**src/rtl/v810_mem_resp_pkg.sv**
```systemverilog
// Shared types for the V810 memory responder: FSM states, half selectors and
// the per-beat backend request bundle.
package v810_mem_resp_pkg;

    typedef enum logic [2:0] {
        IDLE = 3'd0,
        LO   = 3'd1,
        HI   = 3'd2,
        WAIT = 3'd3,
        DONE = 3'd4
    } state_t;

    localparam logic HALF_LO = 1'b0;
    localparam logic HALF_HI = 1'b1;

    localparam int WAIT_W = 4;

    // half is the low bit of the backend word address; the upper bits come
    // straight from the latched CPU address.
    typedef struct packed {
        logic        half;
        logic        we;
        logic [1:0]  be;
        logic [15:0] d;
    } beat_t;

    localparam beat_t BEAT_NONE = '0;

    function automatic logic half_used(input logic [1:0] ben_half);
        return ben_half != 2'b11;
    endfunction

    function automatic beat_t make_beat(input logic        half,
                                        input logic        we,
                                        input logic [1:0]  ben_half,
                                        input logic [15:0] d);
        beat_t b;
        b.half = half;
        b.we   = we;
        b.be   = ~ben_half;
        b.d    = d;
        return b;
    endfunction

endpackage

```
**src/rtl/v810_mem_resp_if.sv**
```systemverilog
// CPU-side V810 bus and 16-bit backend REQ/ACK port of the memory responder.
interface v810_mem_resp_if #(
    parameter int ADDR_W = 21
);
    logic              CE;
    logic              BCYSTn;
    logic              CEn;
    logic [ADDR_W-1:0] A;
    logic              RW;
    logic [3:0]        BEn;
    logic [31:0]       DI;
    logic [31:0]       DO;
    logic              READYn;

    logic              MEM_REQ;
    logic              MEM_ACK;
    logic [ADDR_W-2:0] MEM_A;
    logic              MEM_WE;
    logic [1:0]        MEM_BE;
    logic [15:0]       MEM_D;
    logic [15:0]       MEM_Q;

    modport slave (
        input  CE, BCYSTn, CEn, A, RW, BEn, DI, MEM_ACK, MEM_Q,
        output DO, READYn, MEM_REQ, MEM_A, MEM_WE, MEM_BE, MEM_D
    );

    modport master (
        output CE, BCYSTn, CEn, A, RW, BEn, DI, MEM_ACK, MEM_Q,
        input  DO, READYn, MEM_REQ, MEM_A, MEM_WE, MEM_BE, MEM_D
    );

endinterface

```
**src/rtl/v810_mem_resp.sv**
```systemverilog
// V810 bus responder: splits each 32-bit CPU cycle into 0-2 backend beats of
// 16 bits and returns read data with exactly one CE-sampled READYn.
//
//   state | meaning
//   IDLE  | waiting for CE & ~BCYSTn & ~CEn
//   LO    | backend beat for D[15:0], REQ held until ACK
//   HI    | backend beat for D[31:16], REQ held until ACK
//   WAIT  | beats finished, running out the minimum access time
//   DONE  | READYn low until the CPU samples it on CE
module v810_mem_resp
    import v810_mem_resp_pkg::*;
#(
    parameter int ADDR_W   = 21,
    parameter int MIN_WAIT = 0
) (
    input logic            CLK,
    input logic            RES,
    v810_mem_resp_if.slave bus
);

    localparam logic [WAIT_W-1:0] MIN_WAIT_C = WAIT_W'(MIN_WAIT);

    state_t             state;
    state_t             state_nx;
    logic [ADDR_W-3:0]  word_base;
    logic               rw_q;
    logic [3:0]         ben_q;
    logic [31:0]        di_q;
    logic               need_hi_q;
    logic               abort_q;
    logic [WAIT_W-1:0]  wait_rem;
    logic [31:0]        do_q;

    logic               start;
    logic               ce_drop;
    logic               abort_any;
    logic               beat_act;
    beat_t              beat;

    assign start     = bus.CE & ~bus.BCYSTn & ~bus.CEn;
    assign ce_drop   = bus.CE & bus.CEn;
    assign abort_any = abort_q | ce_drop;
    assign beat_act  = (state == LO) || (state == HI);

    always_ff @(posedge CLK) begin
        if (RES) begin
            state <= IDLE;
        end else begin
            state <= state_nx;
        end
    end

    always_comb begin
        state_nx = state;
        case (state)
            IDLE: begin
                if (start) begin
                    if (half_used(bus.BEn[1:0])) begin
                        state_nx = LO;
                    end else if (half_used(bus.BEn[3:2])) begin
                        state_nx = HI;
                    end else begin
                        state_nx = WAIT;
                    end
                end
            end
            LO: begin
                if (bus.MEM_ACK) begin
                    if (abort_any) begin
                        state_nx = IDLE;
                    end else if (need_hi_q) begin
                        state_nx = HI;
                    end else begin
                        state_nx = WAIT;
                    end
                end
            end
            HI: begin
                if (bus.MEM_ACK) begin
                    state_nx = abort_any ? IDLE : WAIT;
                end
            end
            WAIT: begin
                if (ce_drop) begin
                    state_nx = IDLE;
                end else if (wait_rem == '0) begin
                    state_nx = DONE;
                end
            end
            DONE: begin
                if (bus.CE) begin
                    state_nx = IDLE;
                end
            end
            default: state_nx = IDLE;
        endcase
    end

    // Cycle context is latched at start and frozen, so MEM_* cannot move while REQ waits for ACK.
    always_ff @(posedge CLK) begin
        if (RES) begin
            word_base <= '0;
            rw_q      <= 1'b1;
            ben_q     <= 4'hF;
            di_q      <= '0;
            need_hi_q <= 1'b0;
            abort_q   <= 1'b0;
            wait_rem  <= '0;
            do_q      <= '0;
        end else if (state == IDLE) begin
            if (start) begin
                word_base <= bus.A[ADDR_W-1:2];
                rw_q      <= bus.RW;
                ben_q     <= bus.BEn;
                di_q      <= bus.DI;
                need_hi_q <= half_used(bus.BEn[3:2]);
                abort_q   <= 1'b0;
                wait_rem  <= MIN_WAIT_C;
                do_q      <= '0;
            end
        end else begin
            if (bus.CE && (wait_rem != '0)) begin
                wait_rem <= wait_rem - 1'b1;
            end
            if (beat_act && ce_drop) begin
                abort_q <= 1'b1;
            end
            if (beat_act && bus.MEM_ACK && rw_q) begin
                if (state == HI) begin
                    do_q[31:16] <= bus.MEM_Q;
                end else begin
                    do_q[15:0] <= bus.MEM_Q;
                end
            end
        end
    end

    always_comb begin
        beat = BEAT_NONE;
        case (state)
            LO:      beat = make_beat(HALF_LO, ~rw_q, ben_q[1:0], di_q[15:0]);
            HI:      beat = make_beat(HALF_HI, ~rw_q, ben_q[3:2], di_q[31:16]);
            default: beat = BEAT_NONE;
        endcase
    end

    assign bus.MEM_REQ = beat_act;
    assign bus.MEM_A   = beat_act ? {word_base, beat.half} : '0;
    assign bus.MEM_WE  = beat.we;
    assign bus.MEM_BE  = beat.be;
    assign bus.MEM_D   = beat.d;
    assign bus.DO      = do_q;
    assign bus.READYn  = (state != DONE);

endmodule
```
**src/flat_wrapper.sv**
```systemverilog
// flat-port wrapper written by rule: the top's interface ports become plain ports
module v810_mem_resp_flat import v810_mem_resp_pkg::*;
#(
    parameter int ADDR_W   = 21,
    parameter int MIN_WAIT = 0
)
  (CLK, RES, bus_CE, bus_BCYSTn, bus_CEn, bus_A, bus_RW, bus_BEn, bus_DI, bus_MEM_ACK, bus_MEM_Q, bus_DO, bus_READYn, bus_MEM_REQ, bus_MEM_A, bus_MEM_WE, bus_MEM_BE, bus_MEM_D);
  v810_mem_resp_if #(.ADDR_W(ADDR_W)) bus_i ();
  input logic CLK;
  input logic RES;
  input wire logic [$bits(bus_i.CE)-1:0] bus_CE;
  input wire logic [$bits(bus_i.BCYSTn)-1:0] bus_BCYSTn;
  input wire logic [$bits(bus_i.CEn)-1:0] bus_CEn;
  input wire logic [$bits(bus_i.A)-1:0] bus_A;
  input wire logic [$bits(bus_i.RW)-1:0] bus_RW;
  input wire logic [$bits(bus_i.BEn)-1:0] bus_BEn;
  input wire logic [$bits(bus_i.DI)-1:0] bus_DI;
  input wire logic [$bits(bus_i.MEM_ACK)-1:0] bus_MEM_ACK;
  input wire logic [$bits(bus_i.MEM_Q)-1:0] bus_MEM_Q;
  output wire logic [$bits(bus_i.DO)-1:0] bus_DO;
  output wire logic [$bits(bus_i.READYn)-1:0] bus_READYn;
  output wire logic [$bits(bus_i.MEM_REQ)-1:0] bus_MEM_REQ;
  output wire logic [$bits(bus_i.MEM_A)-1:0] bus_MEM_A;
  output wire logic [$bits(bus_i.MEM_WE)-1:0] bus_MEM_WE;
  output wire logic [$bits(bus_i.MEM_BE)-1:0] bus_MEM_BE;
  output wire logic [$bits(bus_i.MEM_D)-1:0] bus_MEM_D;
  assign bus_i.CE = bus_CE;
  assign bus_i.BCYSTn = bus_BCYSTn;
  assign bus_i.CEn = bus_CEn;
  assign bus_i.A = bus_A;
  assign bus_i.RW = bus_RW;
  assign bus_i.BEn = bus_BEn;
  assign bus_i.DI = bus_DI;
  assign bus_i.MEM_ACK = bus_MEM_ACK;
  assign bus_i.MEM_Q = bus_MEM_Q;
  assign bus_DO = bus_i.DO;
  assign bus_READYn = bus_i.READYn;
  assign bus_MEM_REQ = bus_i.MEM_REQ;
  assign bus_MEM_A = bus_i.MEM_A;
  assign bus_MEM_WE = bus_i.MEM_WE;
  assign bus_MEM_BE = bus_i.MEM_BE;
  assign bus_MEM_D = bus_i.MEM_D;
  v810_mem_resp #(.ADDR_W(ADDR_W), .MIN_WAIT(MIN_WAIT)) u_core (.CLK(CLK), .RES(RES), .bus(bus_i));
endmodule
```
**config.mk**
```make
export PLATFORM = sky130hd
export DESIGN_NAME = v810_mem_resp_flat
export DESIGN_NICKNAME = d
export VERILOG_FILES = /design/src/rtl/v810_mem_resp_pkg.sv /design/src/rtl/v810_mem_resp_if.sv /design/src/rtl/v810_mem_resp.sv /design/src/flat_wrapper.sv
export SDC_FILE = /design/constraint.sdc
export NUM_CORES = 1
export LEC_CHECK = 0
export CORE_MARGIN = 10
export CORE_UTILIZATION = 48
export DETAILED_ROUTE_END_ITERATION = 8
export GPL_TIMING_DRIVEN = 0
export PLACE_DENSITY_LB_ADDON = 0.2
export SETUP_SLACK_MARGIN = 0.02
export SYNTH_ARGS = -nofsm -noshare
export SYNTH_HDL_FRONTEND = slang
export SYNTH_SLANG_ARGS = --single-unit
```
**constraint.sdc**
```tcl
create_clock -name CLK -period 3.6 [get_ports CLK]
set_input_delay 0.72 -clock CLK [delete_from_list [all_inputs] [get_ports CLK]]
set_output_delay 0.72 -clock CLK [all_outputs]
set_load 0.05 [all_outputs]
```
==> flow_summary.json <==
{
  "layout_common_cells": "135 x clkdlybuf4s50_1, 134 x nand2_1, 97 x dfxtp_1",
  "peakVddDrop_mv": 0.288,
  "syn_area_per_cell_um2": 7.99,
  "r2r_end": "u_core.bus.DO[7]",
  "arrival_ns": 2.72,
  "totalPowerFinal_w": 0.00337,
  "path_max_fanout": 10,
  "drcViolationCount": 0,
  "drive_gt1_frac": 0.0691,
  "drtIter0Drc": 229,
  "regToRegSetupSlack_ns": 1.49,
  "final_util": 0.715,
  "ant_nets": 0,
  "nFillCells": 680,
  "synth_edf_count": 0,
  "setup_tns_ns": 0,
  "worstMarginPinSlew_ns": 0.702,
  "ys_ff_latch": 97,
  "num_antenna_cells": 0,
  "fin_crit_ns": 3.44,
  "synth_nets": 598,
  "p_seq_frac": 0.366,
  "die_area_um2": 12700,
  "grt_util_all_layers": 0.203,
  "synth_ff_type": "dfxtp_1",
  "yosys_warnings": 0,
  "synth_top_family_by_area": "simple AND/OR/NAND/NOR gates",
  "cts_sinks": 97,
  "synth_compound_area_frac": 0.201,
  "synth.area.mux_share": 0,
  "grt_pass1_wl_um": 21400,
  "status": "complete, no violations",
  "avgViaCountPerCell": 5.59,
  "start_kind": "register",
  "num_rows": 33,
  "crit_type": "register to output port",
  "ioPinCount": 153,
  "wl_um": 13600,
  "core_um2": 8300,
  "synthAdderAreaFrac": 0.00607,
  "cts_root_buffer": "clkbuf_8",
  "via_count": 4387,
  "yosys.area_share.simple": 0.256,
  "synthXorXnorAreaFrac": 0.00850,
  "finalSetupViolCount": 0,
  "grt_pass1_vias": 4368,
  "maxSlewHeadroom": 0.532,
  "slew_viol_final": 0,
  "layout_commonest_cell": "clkdlybuf4s50_1",
  "crit_end": "bus_MEM_A[18]",
  "reg2regPathDepth": 6,
  "max_cap_violations": 0,
  "powerDensity_nw_per_um2": 568,
  "rsz0062_at_grt": "no",
  "min_path_cells": 2,
  "r2r-start": "u_core.state[1]",
  "crit_start": "u_core.state[1]",
  "gp_congestion": 0.922,
  "antenna_found_initial": 0,
  "cts_htree_levels": 3,
  "cts_inserted_buffers": 9,
  "internal_power_w": 0.00198,
  "min_period_over_period": 0.956,
  "drtPass1Iterations": 5,
  "max_freq_ghz": 0.291,
  "regArea_um2": 1940,
  "synth_cells": 516,
  "start_util": 0.497,
  "holdWs_ns": 0.456,
  "die_h_um": 113,
  "pwr-share-comb": 0.420,
  "cts_tree": "done",
  "syn_area_um2": 4120,
  "wl_per_cell_um": 17.3,
  "skew_ns": 0.0117,
  "grt_max_degree": 18,
  "die_w_um": 113,
  "hp-class": "register to register",
  "ys_seq_area_frac": 0.471,
  "swShare": 0.412,
  "multi_input_area_um2": 1940,
  "synthArstFlopShare": 0,
  "clock_path_buffers": 2,
  "syn_to_final_growth_pct": 44.0,
  "place.port_buffers": 148,
  "power.clock.fraction": 0.215,
  "synth_cell_type_count": 42,
  "num-nets-final": 757,
  "required_ns": 2.88,
  "leakagePower_nw": 2.22,
  "hold_viol_final": 0,
  "p_sw_w": 0.00139,
  "path_clk_slew_ns": 0.10,
  "worstSkewPairLatency_ns": 0.36,
  "hpwl_um": 10500,
  "grt_overflow": 0,
  "end_kind": "output port"
}
sequential cells by signal, summed over array words and instances (netlist names):
name	count
u_core.ben_q	4
u_core.rw_q	1
u_core.wait_rem	4
u_core.need_hi_q	1
u_core.abort_q	1
u_core.state	3
u_core.word_base	19
u_core.bus.DO	32
u_core.di_q	32
per-stage QoR:
step / instance area, um2 / cells / setup slack [ns]
global route: 5940 / 785 / 0.0202
finish: 5940 / 785 / 0.160
floorplan: 4120 / 516 / 0.842
detailed placement: 5730 / 769 / 0.332
CTS: 5920 / 785 / 0.0588
global placement: 5730 / 769 / 0.337
critical path, cell delays in order (launching register included):
cell and delay (ns):
dfxtp_1 0.37, buf_2 0.23, xor2_1 0.31, clkbuf_1 0.36, clkbuf_1 0.34, and3_1 0.22
dlygate4sd2_1 0.53
cell usage after synthesis (2+ instances only):
master     count  area (um2)
nand2_1      134         503
ha_1           2        25.0
nor3_1         6        30.0
a21bo_2        2        20.0
a32oi_1        2        17.5
buf_1          3        11.3
and3_1        20         125
or3b_2         2        17.5
xor2_1         3        26.3
nand3b_1       5        37.5
o2111ai_1      2        17.5
a21oi_1       88         440
buf_6          4        45.0
nand3_1       21         105
nor2_1         9        33.8
and2_1         2        12.5
a22o_1        16         140
o21ai_0       16        80.1
clkbuf_1      25        93.8
dfxtp_1       97        1940
nand4_1       20         125
inv_1          4        15.0
o22ai_1        2        12.5
buf_2         13        65.1
layer usage:
layer	GRT usage	up-vias	wire [um]
met3	0.0698	19	1440
met5	0	-	0
met1	0.235	2069	5350
met2	0.340	194	6550
li1	-	2105	-
met4	0.0719	0	217
power groups by stage:
stage	clock network [W]	logic, W	registers, W
finish	0.000723	0.00141	0.00123
global route	0.000780	0.00152	0.00125
global placement	0	0.00137	0.00125
floorplan	0	0.000850	0.00136
CTS	0.000734	0.00140	0.00123
detailed placement	0	0.00139	0.00126
what timing repair did:
item | 4_1_cts | 5_1_grt
hold buffers | 0 | 0
gates cloned | 0 | 0
buffers inserted | 0 | 0
resized for setup | 10 | 8
setup endpoints to repair | 10 | 16
cell families (layout without fill, tap and decap cells):
logic type,Yosys count,after routing
AOI/OAI and AO/OA,136,136
xor gates and xnor gates,4,4
adders and majority gates,2,2
buffers and inverters,50,214
DFF,97,97
and+or+nand+nor,227,227
worst min-delay path by stage:
| stage | startpoint | endpoint | slack, ns |
|---|---|---|---|
| 2_1_floorplan | u_core.word_base[0] | u_core.word_base[0] | 0.43 |
| 3_3_place_gp | u_core.word_base[8] | u_core.word_base[8] | 0.44 |
| 3_5_place_dp | u_core.bus.DO[21] | u_core.bus.DO[21] | 0.44 |
| 4_1_cts | u_core.word_base[5] | u_core.word_base[5] | 0.46 |
| 5_1_grt | u_core.word_base[0] | u_core.word_base[0] | 0.48 |
| 6_report | u_core.word_base[5] | u_core.word_base[5] | 0.46 |
cell type report:
| cell class | count | area share |
|---|---|---|
| clock inverter | 6 | 0.0126 |
| sequential | 97 | 0.327 |
| clock buffer | 10 | 0.0215 |
| timing repair buffer | 148 | 0.249 |
| multi-input combinational | 369 | 0.327 |
| buffer | 46 | 0.0382 |
| tap | 105 | 0.0221 |
| inverter | 4 | 0.00253 |
Power figures use the tool's default switching activity.
